[config.mk]
export PLATFORM = sky130hd
export DESIGN_NAME = instruction_fetch_unit
export DESIGN_NICKNAME = d
export VERILOG_FILES = /design/src/rtl/instruction_fetch_unit.sv
export SDC_FILE = /design/constraint.sdc
export NUM_CORES = 1
export LEC_CHECK = 0
export ABC_CLOCK_PERIOD_IN_PS = 5700
export CAP_MARGIN = 40
export CORE_MARGIN = 3
export CORE_UTILIZATION = 30
export CTS_CLUSTER_DIAMETER = 80
export DETAILED_ROUTE_END_ITERATION = 8
export DONT_BUFFER_PORTS = 1
export GPL_ROUTABILITY_DRIVEN = 1
export PLACE_DENSITY = 0.46
export SYNTH_ARGS = -nofsm -noshare
export SYNTH_HDL_FRONTEND = slang
export SYNTH_SLANG_ARGS = --single-unit
[constraint.sdc]
create_clock -name clock -period 5.7 [get_ports clock]
set_input_delay 1.14 -clock clock [delete_from_list [all_inputs] [get_ports clock]]
set_output_delay 1.14 -clock clock [all_outputs]
set_load 0.01 [all_outputs]
[src/rtl/instruction_fetch_unit.sv]
// Fetch stage: latches the PC, runs a request/acknowledge read and holds the word until the core accepts it.
// Optional request timeout is enabled by defining FETCH_TIMEOUT_EN.
module instruction_fetch_unit #(
    parameter logic [31:0] RESET_INSTRUCTION = 32'h00000013,
    parameter int unsigned TIMEOUT_CYCLES    = 256
) (
    input  logic        clock,
    input  logic        reset,
    input  logic [31:0] pcOfInstruction,
    input  logic        programCounterMisaligned,
    output logic [31:0] memAddress,
    output logic        memRequest,
    input  logic        memAcknowledge,
    input  logic [31:0] memReadData,
    output logic [31:0] instruction,
    output logic        instructionValid,
    input  logic        instructionAccept,
    output logic        fetchFault,
    output logic        fetchTimeout
);

    typedef enum logic [1:0] {
        ST_IDLE    = 2'd0,
        ST_REQUEST = 2'd1,
        ST_HOLD    = 2'd2,
        ST_FAULT   = 2'd3
    } state_t;

    state_t      state_q, state_d;
    logic [31:0] mem_address_q, mem_address_d;
    logic [31:0] instruction_q, instruction_d;
    logic        mem_request_q, mem_request_d;
    logic        instruction_valid_q, instruction_valid_d;
    logic        fetch_fault_q, fetch_fault_d;

`ifdef FETCH_TIMEOUT_EN
    localparam int unsigned CW = (TIMEOUT_CYCLES > 32'd1) ? $clog2(TIMEOUT_CYCLES) : 1;
    // Counter holds the number of unacknowledged request cycles already spent.
    localparam logic [CW-1:0] TIMEOUT_LAST = CW'(TIMEOUT_CYCLES - 32'd1);

    logic [CW-1:0] timeout_count_q, timeout_count_d;
    logic          fetch_timeout_q, fetch_timeout_d;
`endif

    // Next-state and next-output computation for the fetch FSM.
    always_comb begin
        state_d             = state_q;
        mem_address_d       = mem_address_q;
        instruction_d       = instruction_q;
        mem_request_d       = mem_request_q;
        instruction_valid_d = instruction_valid_q;
        fetch_fault_d       = fetch_fault_q;
`ifdef FETCH_TIMEOUT_EN
        timeout_count_d     = timeout_count_q;
        fetch_timeout_d     = fetch_timeout_q;
`endif
        case (state_q)
            ST_IDLE: begin
                if (programCounterMisaligned) begin
                    fetch_fault_d = 1'b1;
                    mem_request_d = 1'b0;
                    state_d       = ST_FAULT;
                end else begin
                    mem_address_d = pcOfInstruction;
                    mem_request_d = 1'b1;
                    state_d       = ST_REQUEST;
`ifdef FETCH_TIMEOUT_EN
                    timeout_count_d = '0;
`endif
                end
            end
            ST_REQUEST: begin
                // An ack in the last allowed cycle takes priority over the timeout.
                if (memAcknowledge) begin
                    instruction_d       = memReadData;
                    instruction_valid_d = 1'b1;
                    mem_request_d       = 1'b0;
                    state_d             = ST_HOLD;
                end else begin
`ifdef FETCH_TIMEOUT_EN
                    if (timeout_count_q == TIMEOUT_LAST) begin
                        mem_request_d   = 1'b0;
                        fetch_fault_d   = 1'b1;
                        fetch_timeout_d = 1'b1;
                        state_d         = ST_FAULT;
                    end else begin
                        timeout_count_d = timeout_count_q + {{(CW-1){1'b0}}, 1'b1};
                        state_d         = ST_REQUEST;
                    end
`else
                    state_d = ST_REQUEST;
`endif
                end
            end
            ST_HOLD: begin
                if (instructionAccept) begin
                    instruction_valid_d = 1'b0;
                    state_d             = ST_IDLE;
                end else begin
                    state_d = ST_HOLD;
                end
            end
            ST_FAULT: begin
                mem_request_d       = 1'b0;
                instruction_valid_d = 1'b0;
                fetch_fault_d       = 1'b1;
                state_d             = ST_FAULT;
            end
            default: begin
                mem_request_d       = 1'b0;
                instruction_valid_d = 1'b0;
                state_d             = ST_IDLE;
            end
        endcase
    end

    // State and output registers; reset abandons any in-flight request.
    always_ff @(posedge clock or posedge reset) begin
        if (reset) begin
            state_q             <= ST_IDLE;
            mem_address_q       <= 32'h0000_0000;
            instruction_q       <= RESET_INSTRUCTION;
            mem_request_q       <= 1'b0;
            instruction_valid_q <= 1'b0;
            fetch_fault_q       <= 1'b0;
`ifdef FETCH_TIMEOUT_EN
            timeout_count_q     <= '0;
            fetch_timeout_q     <= 1'b0;
`endif
        end else begin
            state_q             <= state_d;
            mem_address_q       <= mem_address_d;
            instruction_q       <= instruction_d;
            mem_request_q       <= mem_request_d;
            instruction_valid_q <= instruction_valid_d;
            fetch_fault_q       <= fetch_fault_d;
`ifdef FETCH_TIMEOUT_EN
            timeout_count_q     <= timeout_count_d;
            fetch_timeout_q     <= fetch_timeout_d;
`endif
        end
    end

    assign memAddress       = mem_address_q;
    assign memRequest       = mem_request_q;
    assign instruction      = instruction_q;
    assign instructionValid = instruction_valid_q;
    assign fetchFault       = fetch_fault_q;
`ifdef FETCH_TIMEOUT_EN
    assign fetchTimeout     = fetch_timeout_q;
`else
    assign fetchTimeout     = 1'b0;
`endif

endmodule

==> results of run 1 <==
-- how the worst min path moves through the flow --
stage	endpoint	slack [ps]
floorplan	fetchFault	510
global placement	memAddress[21]	550
detailed placement	memAddress[21]	560
CTS	memAddress[21]	580
global route	memAddress[21]	580
finish	memAddress[21]	570
-- logic make-up (layout without fill, tap and decap cells) --
kind of cell | count (synthesis) | after routing | synth area share, %
muxes | 66 | 66 | 30.4
DFF | 69 | 69 | 62.0
other | 1 | 1 | 0.134
AOI/OAI and AO/OA | 5 | 5 | 1.12
and+or+nand+nor | 8 | 8 | 2.78
buffers and inverters | 11 | 19 | 3.50
-- power groups by stage --
stage | sequential [mW] | clock (mW) | combinational (mW)
after floorplan | 0.968 | 0 | 0.394
after global placement | 1.04 | 0 | 0.381
after detailed placement | 1.04 | 0 | 0.406
after CTS | 1.04 | 0.411 | 0.403
after global routing | 1.07 | 0.434 | 0.427
final | 1.03 | 0.395 | 0.394
-- state kept, by name, summed over array words and instances, names as in the netlist --
register / cells
state_q: 2
memAddress: 32
instruction: 32
fetchFault: 1
memRequest: 1
instructionValid: 1
-- metal layers --
metal	share of wire, %	vias to the layer above
met3	13	5
met1	37	659
met4	0.91	0
met2	49	106
met5	0	-
li1	-	560
-- cells in the final DEF, fill, tap and decap left out --
cell type    n
clkbuf_8    11
clkinvlp_4   2
conb_1       1
mux2_2      33
mux2i_1      2
nor4bb_1     1
nand3b_4     1
a21boi_0     1
mux2_1       2
clkbuf_1     1
buf_4        2
nor2b_1      1
and3b_1      1
mux2_4      29
nor3_4       1
dfstp_2      3
inv_2        1
dfrtp_1     66
o21ai_0      1
o2bb2ai_1    1
bufinv_16    1
nand2b_1     1
nor2_1       1
a21oi_1      2
or3_1        1
inv_1        1
-- layout make-up --
cell class / instances / area share (%)
tap: 108 / 4.43
sequential: 69 / 56.7
inverter: 2 / 0.246
clock inverter: 3 / 1.48
multi-input combinational: 80 / 31.5
timing repair buffer: 2 / 0.492
clock buffer: 12 / 5.09
==> summary.md, run 1 <==
| Metric | Value |
|---|---|
| Synth Instances | 160 |
| Crit path depth | 0 |
| Register area share after synthesis | 62.0% |
| Setup Viol. Count Final | 0 |
| Reg power frac | 56.6% |
| Reg2reg end | instruction[9] |
| Core Util, Final | 34.3% |
| Synth area leader | dfrtp_1 |
| Clk root buf | clkbuf_8 |
| Syn nets | 229 |
| Met2 usage | 14.9% |
| Crit path launch | instruction[4] |
| Drt initial violations | 16 |
| Pwr/cell area | 596 nW/um^2 |
| Dpl cell area | 2850 um^2 |
| P&R area growth vs syn | 9.33% |
| Top-count cell post-synth | dfrtp_1 |
| Status | finished, final reports clean |
| Boundary Pins | 137 |
| Vias in the first global route | 1,440 |
| # nets final | 233 |
| Htree depth | 3 |
| Wire per inst | 17.9 um |
| Leakage | 1.43 nW |
| Layout cells sized above 1 | 50.0% |
| Total power | 1.82 mW |
| Worst-Margin Slew | 837 ps |
| ANT cells | 0 |
| Global Route Usage Sum | 9.30% |
| Initial Util | 31.4% |
| Design area | 3050 um^2 |
| Post-synth top flop | dfrtp_1 |
| Fmax | 491 MHz |
| CP arrival | 900 ps |
| Crit end category | primary output |
| Final wirelength | 4.95 mm |
| Hold Path Depth | 1 |
| Post-synth top cells | dfrtp_1 (66), mux2_2 (33), mux2_4 (29) |
| Min-delay worst type | reg -> reg |
| Worst R2R Path Depth | 2 |
| Crit path max fanout | 2 |
| Crit path to | instruction[4] |
| Critical Path RT | 4560 ps |
| Tcrit/Tclk final | 35.7% |
| GR Util met3 | 5.73% |
| Asr flop ratio synth | 100% |
| Die area | 10,500 um^2 |
| P_sw | 574 uW |
| Fillcell total | 864 |
| WS Path Type | reg -> out |
| Reg clk slew, reported paths | 70 ps |
| Half-perimeter wire length after placement | 3.62 mm |
| Met1 GRT Util | 9.94% |
| Slew HR | 44.2% |
| Unrepaired setup endpoints after global routing | no |
| Core area | 8890 um^2 |
| Die Span X | 102 um |
| PostCTS Resize Cnt | 0 |
| Worst hold slack | 572 ps |
| Logic pwr share | 21.7% |
| Final hold vios | 0 |
| Post-CTS Setup Inserts | 0 |
| Antenna viol nets, final | 0 |
| Top post-synthesis cells by area | dfrtp_1 (59%), mux2_4 (16%), mux2_2 (13%), dfstp_2 (2.8%), buf_6 (2.4%) |
| Detailed Routing Iterations Pass 1 | 2 |
| GP Congestion | 0.692 |
| Worst reg2reg setup slack | 3890 ps |
| Total gr overflow | 0 |
| Setup ws final | 3660 ps |
| Final non-filler cell total | 276 |
| Switch share | 31.6% |
| Distinct cells, synth | 22 |
| Dpl ws | 3430 ps |
| Max_cap viols | 0 |
| Busiest grt layer | met2 |
| Clock power share | 21.7% |
| First-pass GRT wire length | 7.27 mm |
| Largest net degree at the start of global routing | 70 |
| Total negative setup slack | 0 ps |
| Cts hold-fix bufs | 0 |
| Top-area cell type share of the netlist area | 59.2% |
| Worst r2r src | state_q[0] |
| Register area | 1730 um^2 |
| DRC violations left | 0 |
| Die H | 102 um |
| Total clock buffers created by CTS | 9 |
| Synth Warn # | 0 |
| HP Start | memAddress[21] |
| Cell Int Power | 1.24 mW |
| TritonCTS clock tree | done |
| Vias per cell | 4.82 |
| Placed Instances | 261 |
| Skew final | 8.62 ps |
| Synthesized flop and latch total | 69 |
| Num rows | 34 |
| Area of the multi-input gates | 962 um^2 |
| Initial antenna violation count | 0 |
| I/O Buffers | 0 |
| Crit path launch type | flop |
| CTS Sinks | 69 |
| Skew-Pair Late Insertion Delay | 330 ps |
| EDFF count, synth | 0 |
| Vias after detailed routing | 1,330 |
| Longest Clk Path Bufs | 2 |
| Minimum clock period | 2040 ps |
| Final slew viol count | 0 |
| Synthesized area | 2790 um^2 |
| Worst VDD drop | 189 uV |
| Mean post-synth cell area | 17.4 um^2 |
Power figures use the tool's default switching activity.
==> run 2: changes to the inputs <==
--- a/config.mk
+++ b/config.mk
@@ -5,7 +5,7 @@
 export SDC_FILE = /design/constraint.sdc
 export NUM_CORES = 1
 export LEC_CHECK = 0
-export ABC_CLOCK_PERIOD_IN_PS = 5700
+export ABC_CLOCK_PERIOD_IN_PS = 1650
 export CAP_MARGIN = 40
 export CORE_MARGIN = 3
 export CORE_UTILIZATION = 30
@@ -13,7 +13,7 @@
 export DETAILED_ROUTE_END_ITERATION = 8
 export DONT_BUFFER_PORTS = 1
 export GPL_ROUTABILITY_DRIVEN = 1
-export PLACE_DENSITY = 0.46
+export PLACE_DENSITY = 0.47
 export SYNTH_ARGS = -nofsm -noshare
 export SYNTH_HDL_FRONTEND = slang
 export SYNTH_SLANG_ARGS = --single-unit
==> constraint.sdc (replaced) <==
create_clock -name clock -period 1.65 [get_ports clock]
set_input_delay 0.33 -clock clock [delete_from_list [all_inputs] [get_ports clock]]
set_output_delay 0.33 -clock clock [all_outputs]
set_load 0.01 [all_outputs]
==> run 2 against run 1 <==
Global-route usage up 0.34 points. Sequential cell count did not move. Final cell count grew 1.8%. First-iteration DRC count is 13% higher. Largest power group unchanged. Non-clock buffer count grew 4. Final area rose by 3.2%. Via count is 0.53% higher. Core utilization rose by 1.1 points. Total power increased to 3.6 times the previous value. Combinational power grew to 3.7 times the previous value. Clock power rose to 3.8 times the previous value.
==> summary.md, run 2 (synthesized netlist as in run 1, its figures left out) <==
| Metric | Value |
|---|---|
| Status | finished, final reports clean |
| Fmax | 710 MHz |
| Placed Instances | 264 (+1.1%) |
| Max_cap viols | 0 (unchanged) |
| Longest Clk Path Bufs | 2 (unchanged) |
| Total gr overflow | 0 (unchanged) |
| Critical Path RT | 1860 ps (-2700 ps) |
| Logic pwr share | 22.4% (+0.7 points) |
| Pwr/cell area | 2060 nW/um^2 (+250%) |
| Reg power frac | 54.4% (-2.2 points) |
| Reg clk slew, reported paths | 80 ps (about the same) |
| Boundary Pins | 137 (unchanged) |
| P_sw | 2.04 mW (+250%) |
| Worst hold slack | 137 ps (-434 ps) |
| Core area | 8890 um^2 (unchanged) |
| TritonCTS clock tree | done |
| P&R area growth vs syn | 12.8% |
| Num rows | 34 (unchanged) |
| Largest net degree at the start of global routing | 70 (unchanged) |
| Area of the multi-input gates | 962 um^2 (unchanged) |
| Clock power share | 23.2% (+1.5 points) |
| First-pass GRT wire length | 7.67 mm (+5.5%) |
| Wire per inst | 18.4 um (+2.5%) |
| WS Path Type | reg -> reg |
| DRC violations left | 0 (unchanged) |
| Max Used Layer | met4 |
| Crit end category | flop |
| PostCTS Resize Cnt | 0 (unchanged) |
| Leakage | 1.47 nW (+3.1%) |
| Worst path bufs/invs | 1 |
| # nets final | 237 (+1.7%) |
| CP Cell Sequence | nor3_4 -> buf_12 -> mux2_2 |
| Htree depth | 3 (unchanged) |
| Antenna viol nets, final | 0 (unchanged) |
| Layout cells sized above 1 | 51.4% (+1.4 points) |
| Cell Int Power | 4.46 mW (+260%) |
| Post-CTS Setup Inserts | 0 (unchanged) |
| CP arrival | 1620 ps (+720 ps) |
| Routed met1 length | 1.99 mm (+7.6%) |
| Min-delay worst type | in -> reg |
| GP Congestion | 0.635 (-8.3%) |
| Register area | 1730 um^2 (unchanged) |
| Total clock buffers created by CTS | 9 (unchanged) |
| Die H | 102 um (unchanged) |
| Setup Viol. Count Final | 0 (unchanged) |
| Met3 WL | 537 um (-17%) |
| Crit path max fanout | 33 (+31) |
| Vias in the first global route | 1,488 (+3.3%) |
| Detailed Routing Iterations Pass 1 | 3 (+1) |
| Slowest stage cell, crit path | dfrtp_1 |
| Global Route Usage Sum | 9.64% (+0.34 points) |
| Drt initial violations | 18 (+2) |
| Most common cell after layout, fill and taps aside | dfrtp_1 |
| Vias after detailed routing | 1,337 (+0.53%) |
| Cts hold-fix bufs | 1 (+1) |
| Fillcell total | 843 (-2.4%) |
| Die area | 10,500 um^2 (unchanged) |
| WL met2 | 2.59 mm (+7.6%) |
| CTS Sinks | 69 (unchanged) |
| Final hold vios | 0 (unchanged) |
| Initial Util | 31.4% (unchanged) |
| Switch share | 31.4% (-0.23 points) |
| Tcrit/Tclk final | 85.4% |
| Most frequent cells in the layout | dfrtp_1 (66), mux2_2 (33), mux2_4 (29) |
| Minimum clock period | 1410 ps |
| Total negative setup slack | 0 ps (unchanged) |
| Final wirelength | 5.17 mm (+4.4%) |
| Unrepaired setup endpoints after global routing | no |
| Crit-path max cell delay | 450 ps |
| Crit-path leading delay family | flip-flops |
| Final slew viol count | 0 (unchanged) |
| Worst VDD drop | 652 uV (+250%) |
| Skew final | 7.04 ps (-1.58 ps) |
| Clk root buf | clkbuf_8 |
| Final non-filler cell total | 281 (+1.8%) |
| Skew-Pair Late Insertion Delay | 330 ps (about the same) |
| Crit path launch type | flop |
| ANT cells | 0 (unchanged) |
| Die Span X | 102 um (unchanged) |
| Vias per cell | 4.76 (-1.3%) |
| Initial antenna violation count | 0 (unchanged) |
| I/O Buffers | 0 (unchanged) |
[run 2: per-layer routing]
layer / vias up / global-route usage (%)
met5: - / 0
met4: 0 / 4.54
met3: 8 / 4.23
met2: 98 / 16.0
met1: 657 / 10.5
li1: 574 / -
[run 2: worst paths after layout]
path / startpoint / endpoint / slack (ps) / cells past startpoint
min in group asynchronous: reset / memAddress[20] / 600 / 3
min reg2reg: memAddress[21] / memAddress[21] / 570 / 1
max in group asynchronous: reset / instruction[0] / 730 / 3
max reg2reg: state_q[1] / memAddress[26] / 240 / 3
max: state_q[1] / memAddress[26] / 240 / 3
min: memReadData[27] / instruction[27] / 140 / 1
[run 2: stage by stage]
step / power (mW) / cell area [um^2] / utilization (%) / worst slack, ps
detailed placement: 5.06 / 2910 / 32.8 / 234
finish: 6.50 / 3150 / 35.4 / 241
global route: 6.90 / 3150 / 35.4 / 186
global placement: 4.97 / 2910 / 32.8 / 298
CTS: 6.63 / 3150 / 35.4 / 226
floorplan: 4.70 / 2790 / - / 227
[run 2: power by group through the flow]
stage               logic [mW]  registers (mW)  clock network (mW)
finish                    1.46            3.53                1.51
global placement          1.39            3.57                   0
detailed placement        1.49            3.57                   0
CTS                       1.49            3.56                1.58
global route              1.58            3.66                1.66
floorplan                 1.36            3.34                   0
[run 2: area by class of cell]
cell class | count | area share, %
sequential | 69 | 55.0
multi-input combinational | 80 | 30.6
clock buffer | 10 | 4.37
tap | 108 | 4.29
clock inverter | 6 | 2.74
timing repair buffer | 6 | 2.70
inverter | 2 | 0.358
